--- src/rtl/pr_bus_arbiter.sv ---
// Peripheral bus arbiter: the CPU keeps combinational priority and the DMA engine
// uses idle cycles, with a starvation counter that forces a single DMA beat.
module pr_bus_arbiter #(
  parameter int STARVE_MAX = 4,
  parameter int CNT_W      = 4
) (
  input  logic        clk,
  input  logic        reset,
  input  logic        cpu_req,
  input  logic        cpu_we,
  input  logic [29:0] cpu_addr,
  input  logic [31:0] cpu_wd,
  output logic [31:0] cpu_rd,
  output logic        cpu_stall,
  input  logic        dma_req,
  input  logic        dma_we,
  input  logic [29:0] dma_addr,
  input  logic [31:0] dma_wd,
  output logic        dma_gnt,
  output logic        dma_rvalid,
  output logic [31:0] dma_rd,
  output logic [29:0] dev_addr,
  output logic        dev_we,
  output logic [31:0] dev_wd,
  input  logic [31:0] dev_rd
);

  typedef enum logic [1:0] {
    S_NORM  = 2'd0,
    S_WAIT  = 2'd1,
    S_FORCE = 2'd2
  } state_e;

  localparam logic [CNT_W-1:0] CNT_MAX = CNT_W'(STARVE_MAX);
  localparam logic [CNT_W-1:0] CNT_ONE = CNT_W'(1);

  state_e           state_q, state_d;
  logic [CNT_W-1:0] cnt_q, cnt_d;
  logic             rvalid_q, rvalid_d;
  logic [31:0]      dma_rd_q, dma_rd_d;
  logic             contend_s;

  // Grant and bus steering; the CPU path stays purely combinational.
  always_comb begin
    dma_gnt   = dma_req && (!cpu_req || (state_q == S_FORCE));
    cpu_stall = cpu_req && dma_gnt;
    cpu_rd    = dev_rd;
    contend_s = dma_req && cpu_req && !dma_gnt;
    if (dma_gnt) begin
      dev_addr = dma_addr;
      dev_wd   = dma_wd;
      dev_we   = dma_we;
    end else begin
      dev_addr = cpu_addr;
      dev_wd   = cpu_wd;
      dev_we   = cpu_req && cpu_we;
    end
  end

  // Starvation counter, state transitions and DMA read capture.
  always_comb begin
    cnt_d    = cnt_q;
    state_d  = state_q;
    rvalid_d = dma_gnt && !dma_we;
    dma_rd_d = dma_rd_q;

    if (dma_gnt || !dma_req) begin
      cnt_d = '0;
    end else if (contend_s && (cnt_q != CNT_MAX)) begin
      cnt_d = cnt_q + CNT_ONE;
    end else begin
      cnt_d = cnt_q;
    end

    // A STARVE_MAX of 1 must force on the very next cycle, so NORM may jump to FORCE.
    case (state_q)
      S_NORM: begin
        if (contend_s) begin
          state_d = (cnt_d == CNT_MAX) ? S_FORCE : S_WAIT;
        end else begin
          state_d = S_NORM;
        end
      end
      S_WAIT: begin
        if (dma_gnt || !dma_req) begin
          state_d = S_NORM;
        end else if (cnt_d == CNT_MAX) begin
          state_d = S_FORCE;
        end else begin
          state_d = S_WAIT;
        end
      end
      S_FORCE: begin
        if (dma_gnt || !dma_req) begin
          state_d = S_NORM;
        end else begin
          state_d = S_FORCE;
        end
      end
      default: state_d = S_NORM;
    endcase

    if (rvalid_d) begin
      dma_rd_d = dev_rd;
    end else begin
      dma_rd_d = dma_rd_q;
    end
  end

  // State registers with asynchronous active-low clear.
  always_ff @(posedge clk or negedge reset) begin
    if (!reset) begin
      state_q  <= S_NORM;
      cnt_q    <= '0;
      rvalid_q <= 1'b0;
      dma_rd_q <= 32'h0000_0000;
    end else begin
      state_q  <= state_d;
      cnt_q    <= cnt_d;
      rvalid_q <= rvalid_d;
      dma_rd_q <= dma_rd_d;
    end
  end

  assign dma_rvalid = rvalid_q;
  assign dma_rd     = dma_rd_q;

endmodule

--- config.mk ---
export PLATFORM = sky130hd
export DESIGN_NAME = pr_bus_arbiter
export DESIGN_NICKNAME = d
export VERILOG_FILES = /design/src/rtl/pr_bus_arbiter.sv
export SDC_FILE = /design/constraint.sdc
export NUM_CORES = 1
export LEC_CHECK = 0
export CAP_MARGIN = 25
export CORE_AREA = 2 2 113 115
export DETAILED_ROUTE_END_ITERATION = 7
export DIE_AREA = 0 0 115 117
export PLACE_DENSITY = 0.73
export SLEW_MARGIN = 20
export SYNTH_ARGS = -nofsm -noshare
export SYNTH_HDL_FRONTEND = slang
export SYNTH_SLANG_ARGS = --single-unit
--- constraint.sdc ---
create_clock -name clk -period 2 [get_ports clk]
set_input_delay 0.5 -clock clk [delete_from_list [all_inputs] [get_ports clk]]
set_output_delay 0.5 -clock clk [all_outputs]
set_load 0.02 [all_outputs]
Word level (Yosys, flattened, before mapping)
Cells that the tools add are included.
Widths: inputs -> output; s select.

word-level totals
  register bits after elaboration = 39
  bits of input ports = 162
  output and inout port bits = 130
  logic and storage cells = 33

operators by class
  $add $sub $neg = 1
  equal/unequal tests = 4
  mux-type cells = 10
  reductions and logical operators = 14

operators with widths
  operator             count
  $mux 32              1
  $mux 30              1
  $mux 2               4
  $mux 4               2
  $logic_and 1x1->1    7
  $pmux 2 s3           1
  $add 4x1->4 const B  1
  $eq 4x3->1 const B   1
  $logic_not 1->1      4
  $ne 4x3->1 const B   1
  $eq 2x1->1 const B   1
  $eq 2x2->1 const B   1
  $logic_not 2->1      1
  $logic_or 1x1->1     2
  $mux 1               1

Depth between registers and ports, before layout
Gate-level depths: netlist (run 1).

  depth in word-level cells = 12
  depth in mapped cells = 6
  mapped depth without buffers = 6

Worst setup path after synthesis (run 1)
No wires, ideal clock.

  kind = in2out
  start = input cpu_req
  end = output dev_we
  arrival = 1.410 ns
  required time = 1.500 ns
  path slack = 0.090 ns
  cell stages on the path = 5
  path buffers = 2
  cell sequence = inv_2 -> o21ai_4 -> buf_6 -> buf_6 -> o21ai_0

between the ends
  word-level cells in the longest chain between the ends = 4
  elaborated cells between the ends (all ways) = 5
  those cells by class = 1 x mux; 4 x reduce/logical

RTL lines
  item               RTL line  source
  from (decl)        9         input logic cpu_req,
  $logic_not 1->1    45        dma_gnt = dma_req && (!cpu_req || (state_q == S_FORCE));
  $logic_or 1x1->1   45
  $logic_and 1x1->1  45
  $mux 1 (*)         49        if (dma_gnt) begin
  to (decl)          23        output logic dev_we,

Every way passes the cells marked *; elsewhere a longest branch is shown, timed or not.

Final worst setup path (run 1)
  start = register state_q[1]
  end = output dev_wd[27]

between the ends
  word-level cells in the longest chain between the ends = 4

RTL lines
  item                    RTL line  source
  from (decl)             37        state_e state_q, state_d;
  from (signal assigned)  118       state_q <= state_d;
  $eq 2x2->1              45
  $logic_or 1x1->1        45
  $logic_and 1x1->1       45
  $mux 32                 49
  to (decl)               24        output logic [31:0] dev_wd,

Every way passes these cells.

==> results of run 1 <==
==> per-layer routing <==
layer | part of all wire (%) | wire length (um) | global-route usage [%] | vias up
li1 | - | - | - | 1322
met5 | 0 | 0 | 0 | -
met3 | 7.0 | 745 | 4.17 | 4
met2 | 55 | 5880 | 25.5 | 112
met4 | 0.35 | 37 | 1.61 | 0
met1 | 38 | 4010 | 17.1 | 1319
==> per-stage QoR <==
step / instances / total power, uW / hold slack [ps]
6_report: 665 / 3380 / 247
5_1_grt: 665 / 3540 / 300
2_1_floorplan: 214 / 1680 / 204
3_3_place_gp: 649 / 2580 / 468
4_1_cts: 666 / 3380 / 262
3_5_place_dp: 649 / 2610 / 474
==> power by group through the flow <==
| stage | sequential (uW) | clock [uW] | combinational, uW |
|---|---|---|---|
| floorplan | 1150 | 0 | 538 |
| global placement | 987 | 0 | 1590 |
| detailed placement | 994 | 0 | 1610 |
| CTS | 982 | 772 | 1620 |
| global route | 998 | 810 | 1730 |
| finish | 979 | 747 | 1650 |
==> repair_timing <==
item / CTS / global route
hold endpoints to repair: 0 / 0
setup endpoints to repair: 97 / 65
buffers inserted: 5 / 0
gates resized for setup: 324 / 83
pin swaps: 1 / 1
gates cloned: 4 / 1
==> synthesized netlist by cell type <==
master | count | share of area (%)
nand3b_1 | 2 | 0.54
o21ai_4 | 1 | 0.59
mux2_1 | 29 | 12
nand4_1 | 1 | 0.23
nand2_1 | 1 | 0.14
ha_1 | 2 | 0.91
xnor2_1 | 1 | 0.32
nor2b_4 | 1 | 0.50
mux2i_1 | 1 | 0.36
mux2_4 | 36 | 20
nor3b_1 | 2 | 0.54
o21a_1 | 1 | 0.27
nor3_1 | 4 | 0.72
nand3_1 | 2 | 0.36
nor2_4 | 1 | 0.41
buf_4 | 35 | 9.5
mux2_2 | 29 | 12
dfrtp_1 | 39 | 35
inv_1 | 4 | 0.54
inv_2 | 1 | 0.14
a21oi_1 | 1 | 0.18
o32ai_1 | 1 | 0.32
buf_8 | 3 | 1.6
o21ai_0 | 2 | 0.36
buf_2 | 3 | 0.54
nor2b_1 | 1 | 0.23
nor2_1 | 6 | 0.81
nor4b_1 | 1 | 0.32
buf_6 | 2 | 0.81
and3_1 | 1 | 0.23
==> path summary, 6_finish.rpt <==
path | to | depth (start not counted) | start
worst min register to register | dma_rd[31]$_DFFE_PN0P_ | 1 | dma_rd[31]$_DFFE_PN0P_
worst max register to register | state_q[0]$_DFF_PN0_ | 6 | cnt_q[0]$_DFF_PN0_
max in group asynchronous | dma_rd[30]$_DFFE_PN0P_ | 2 | reset
worst max-delay path | dev_wd[27] | 7 | state_q[1]$_DFF_PN0_
worst min-delay path | dma_rd[10]$_DFFE_PN0P_ | 1 | reset
min in group clk | dma_rd[31]$_DFFE_PN0P_ | 1 | dma_rd[31]$_DFFE_PN0P_
==> flip-flops by register name (all words and copies together), names as in the netlist <==
register / flops
state_q: 2
cnt_q: 4
dma_rd: 32
dma_rvalid: 1
==> worst max-delay path, delay by kind of cell, from the launching register on <==
| family | cells | cell delay [ps] |
|---|---|---|
| buf+inv | 4 | 540 |
| compound gates | 1 | 180 |
| simple gates | 1 | 130 |
| flops | 1 | 370 |
| mux | 1 | 310 |
==> kinds of logic (layout without fill, tap and decap cells) <==
kind of cell | Yosys count | count (layout) | synth area share [%]
AO/OA/AOI/OAI | 6 | 6 | 1.72
flip-flops | 39 | 39 | 35.3
multiplexers | 95 | 95 | 43.5
AND/OR/NAND/NOR | 23 | 23 | 5.02
buffers and inverters | 48 | 349 | 13.2
adder cells (fa/ha/maj) | 2 | 2 | 0.905
XOR/XNOR | 1 | 1 | 0.317
==> area by class of cell <==
type	instances	share of cell area [%]
sequential	39	15.8
clock inverter	1	0.0812
timing repair buffer	336	54.5
inverter	5	0.305
clock buffer	7	2.15
multi-input combinational	127	24.1
tap	150	3.05
==> results.ini, run 1 <==
[status]
status=complete, but fails checks
violated_checks=setup timing

[sta]
worst_clock_skew_ps=5.06
grt_setup_unrepaired=true
final_hold_viol_count=0
maxClockFrequency_mhz=433
setup_tns_ps=-14550
final.period_utilization_pct=115
slew_headroom_pct=57.7
worst_slack_ps=-308
timing.final.max_slew_violations=0
worst-slew-pin-transition_ps=635
clock_period_minus_worst_slack_ps=2310
report.final.setup_viol=64

[pwr]
design_internal_power_uw=2350
netSwitchingPower_uw=1030
switching_share_pct=30.5
power_density_mw_per_mm2=548
share_of_power_burned_in_the_clock_network_pct=22.1
p_comb_share_pct=48.9
peakVddDrop_mv=0.379
share_seq_of_total_power_pct=29.0
power_leakage_uw=0.00285

[logic_synthesis]
yosys_register_bits=39
syn_area_per_cell_um2=12.9
netlist_area_mm2=0.00276
post_synth_inst_count=214
seq_area_frac_synth_pct=35.3
yosys.cell_types.count=30
yosys_warnings=0
synth_fp_nets=378

[clocking]
post_cts_hold_buffer_count=0
tritoncts=yes
clk_transition_reported_paths_ps=60
cts_max_level=2
clock_latency_on_the_worst_skew_pair_ps=270
cts-root-to-sink-buffers=2
cts-buffers-inserted=5
cts_root_buf=clkbuf_16
cts.sink_count=39

[floorplan]
die-height_um=117
io-pin-count=292
floorplan.initialDensity_pct=22.4
dieArea_mm2=0.0135
row_count=41
coreArea_mm2=0.0123
die-width_um=115

[critical_path]
endpoint_kind=output port
criticalPathCategory=register to output port
critical_path_required_ps=1500
timing.reg2reg.setup_slack_ps=280
worst_setup_path_start_kind=register
critPathArrivalTime_ps=1810
cp_slowest_stage_delay_ps=370
critical_path_peak_fanout=5
critPathMostFrequentCell=buf_12
critical_path.slowest_cell=dfrtp_1
cp_cell_sequence=nor2b_4 > o21ai_4 > buf_12 > buf_12 > buf_16 > mux2_4 > buf_6

[routing]
post_drt_wl_per_cell_um=16.0
routed_wirelength_mm=10.7
drt_iter0_drc=65
avgViaCountPerCell=4.15
detail-route-antenna-nets=0
drc_errors=0
via_count=2757
detailedRoute.firstPassIterationCount=4

[final_layout]
multiInputGateArea_mm2=0.00148
ff_latch_area_um2=976
layout_commonest_cell=clkdlybuf4s50_1
finish.utilization_pct=50.1
final_cell_area_mm2=0.00616
layout.cells.most_common_list=clkdlybuf4s50_1 (191), mux2_4 (52), buf_6 (51)
area_growth_syn_to_layout_pct=123
fill_cells=1124
post_route_cells_drive_above_1_share_pct=35.7
final_nets=678
ant_diodes=0

[placed_design]
detailedPlace.worstSlack_ps=-1000
area_after_detailed_placement_mm2=0.00583
place.port_buffers=291
place.detailed.hpwl_mm=8.48
gp_congestion=0.715

[flow_run]
drv_cap=0

[global_routing]
grt_pass1_vias=2803
globalRouteOverflowTotal=0
grt_start_max_net_pins=34
grt_usage_pct=14.1
grt_first_pass_wirelength_mm=14.8
grt_antenna_before_repair=0

[min_path]
hold_path.class=input pin to async pin

Power figures use the tool's default switching activity.
==> run 2: changes to the inputs <==
- CORE_AREA: 2 2 113 115 -> 3 3 111 113
- DIE_AREA: 0 0 115 117 -> 0 0 114 116
- PLACE_DENSITY: 0.73 -> 0.77
- TNS_END_PERCENT: unset -> 10
==> results.ini, run 2 (synthesized netlist as in run 1, its figures left out) <==
[sta]
maxClockFrequency_mhz=444
clock_period_minus_worst_slack_ps=2250
final.period_utilization_pct=113
timing.final.max_slew_violations=0
slew_headroom_pct=64.6
grt_setup_unrepaired=true
final_hold_viol_count=0
worst-slew-pin-transition_ps=531
final.hold.worst_slack_ps=282
worst_slack_ps=-254
worst_clock_skew_ps=4.96
report.final.setup_viol=63

[global_routing]
globalRouteOverflowTotal=0
grt_pass1_vias=2919
grt_usage_pct=15.3
grt_first_pass_wirelength_mm=16.1
grt_start_max_net_pins=40
grt_antenna_before_repair=2

[clocking]
tritoncts=yes
cts-buffers-inserted=5
cts.sink_count=39
clk_transition_reported_paths_ps=60
cts_max_level=2
cts-root-to-sink-buffers=2
cts_root_buf=clkbuf_16
post_cts_hold_buffer_count=0
clock_latency_on_the_worst_skew_pair_ps=280

[final_layout]
area_growth_syn_to_layout_pct=124
final_nets=674
fill_cells=1010
ant_diodes=0
ff_latch_area_um2=976
largest_register_ffs=32
layout_commonest_cell=clkdlybuf4s50_1
post_route_cells_drive_above_1_share_pct=36.1
layout.cells.most_common_list=clkdlybuf4s50_1 (191), buf_6 (52), mux2_4 (50)
multiInputGateArea_mm2=0.00148

[routing]
detailedRoute.firstPassIterationCount=4
via_count=2740
post_drt_wl_per_cell_um=17.8
routed_wirelength_mm=11.7
detail-route-antenna-nets=0
avgViaCountPerCell=4.20
drt_iter0_drc=56
drc_errors=0

[floorplan]
dieArea_mm2=0.0132
io-pin-count=292
floorplan.initialDensity_pct=24.2
coreArea_mm2=0.0114
die-width_um=114
row_count=39
die-height_um=116

[placed_design]
place.port_buffers=291
place.detailed.hpwl_mm=9.13
gp_congestion=0.724

[pwr]
netSwitchingPower_uw=1060
p_comb_share_pct=47.1
power_density_mw_per_mm2=570
switching_share_pct=29.9
share_of_power_burned_in_the_clock_network_pct=25.1
design_internal_power_uw=2470
share_seq_of_total_power_pct=27.8
peakVddDrop_mv=0.401
power.total_uw=3530
power_leakage_uw=0.00285

[critical_path]
cpLargestDelayFamily=buffers and inverters
crit_buf_inv=5
endpoint_kind=output port
critical_path_peak_fanout=7
cp_cell_sequence=clkdlybuf4s15_2 > inv_2 > o21ai_4 > buf_12 > clkbuf_16 > mux2_4 > buf_6
worst_setup_path_start_kind=input pin
critical_path_required_ps=1500
critPathArrivalTime_ps=1750
critical_path.slowest_cell=mux2_4
cp_slowest_stage_delay_ps=310
criticalPathCategory=input pin to output port

[flow_run]
drv_cap=0

[status]
status=complete, but fails checks
violated_checks=setup timing

[min_path]
hold_path.class=input pin to async pin

[run 2: final timing paths]
check / end / slack (ps) / depth (start not counted) / from
max: dev_addr[5] / -250 / 7 / cpu_req
max in group asynchronous: state_q[0]$_DFF_PN0_ / 1340 / 2 / reset
min reg2reg: dma_rd[11]$_DFFE_PN0P_ / 480 / 1 / dma_rd[11]$_DFFE_PN0P_
max reg2reg: dma_rd[25]$_DFFE_PN0P_ / 100 / 8 / state_q[0]$_DFF_PN0_
min: dma_rd[5]$_DFFE_PN0P_ / 280 / 2 / reset
min in group clk: dma_rd[11]$_DFFE_PN0P_ / 480 / 1 / dma_rd[11]$_DFFE_PN0P_
[run 2: layer usage]
layer | up-vias | global-route usage [%] | wire length [um]
met5 | - | 0 | 34
li1 | 1310 | - | -
met1 | 1302 | 16.4 | 3920
met2 | 116 | 29.7 | 6650
met4 | 4 | 1.43 | 41
met3 | 8 | 5.33 | 1000
[run 2: area by class of cell]
| cell class | instances | share of cell area (%) |
|---|---|---|
| Clock buffer | 5 | 2.02 |
| Clock inverter | 2 | 0.607 |
| Inverter | 5 | 0.303 |
| Multi-Input combinational cell | 127 | 23.9 |
| Sequential cell | 39 | 15.8 |
| Tap cell | 143 | 2.89 |
| Timing Repair Buffer | 332 | 54.5 |
[run 2: metrics by stage]
stage	worst slack, ps	util [%]	setup TNS (ps)	std cells	cell area [um2]
finish	-254	54.2	-14260	653	6190
global route	-297	54.2	-17230	653	6190
CTS	-350	52.0	-17620	649	5940
detailed placement	-1020	50.5	-79200	636	5760
global placement	-1010	50.5	-76860	636	5760
floorplan	90.1	-	0	214	2760
[run 2: power groups by stage]
| stage | clock (uW) | combinational, uW | sequential (uW) |
|---|---|---|---|
| 3_5_place_dp | 0 | 1600 | 995 |
| 4_1_cts | 917 | 1590 | 982 |
| 6_report | 887 | 1660 | 980 |
| 2_1_floorplan | 0 | 538 | 1150 |
| 5_1_grt | 941 | 1740 | 997 |
| 3_3_place_gp | 0 | 1590 | 986 |
[run 2: worst register-to-register path, cell delays in order, from the launching register on]
cell     delay (ps)
dfrtp_1         400
nor2b_4         140
o21ai_4          80
buf_12          160
buf_12          160
buf_4           140
nor2_4          120
buf_12          220
mux2_1          370
[run 2: timing repair]
item | CTS | global route
gates cloned | 3 | 5
setup buffers | 3 | 1
gates resized for setup | 329 | 105
endpoints found under the setup margin | 129 | 65
pin swaps | 1 | 1
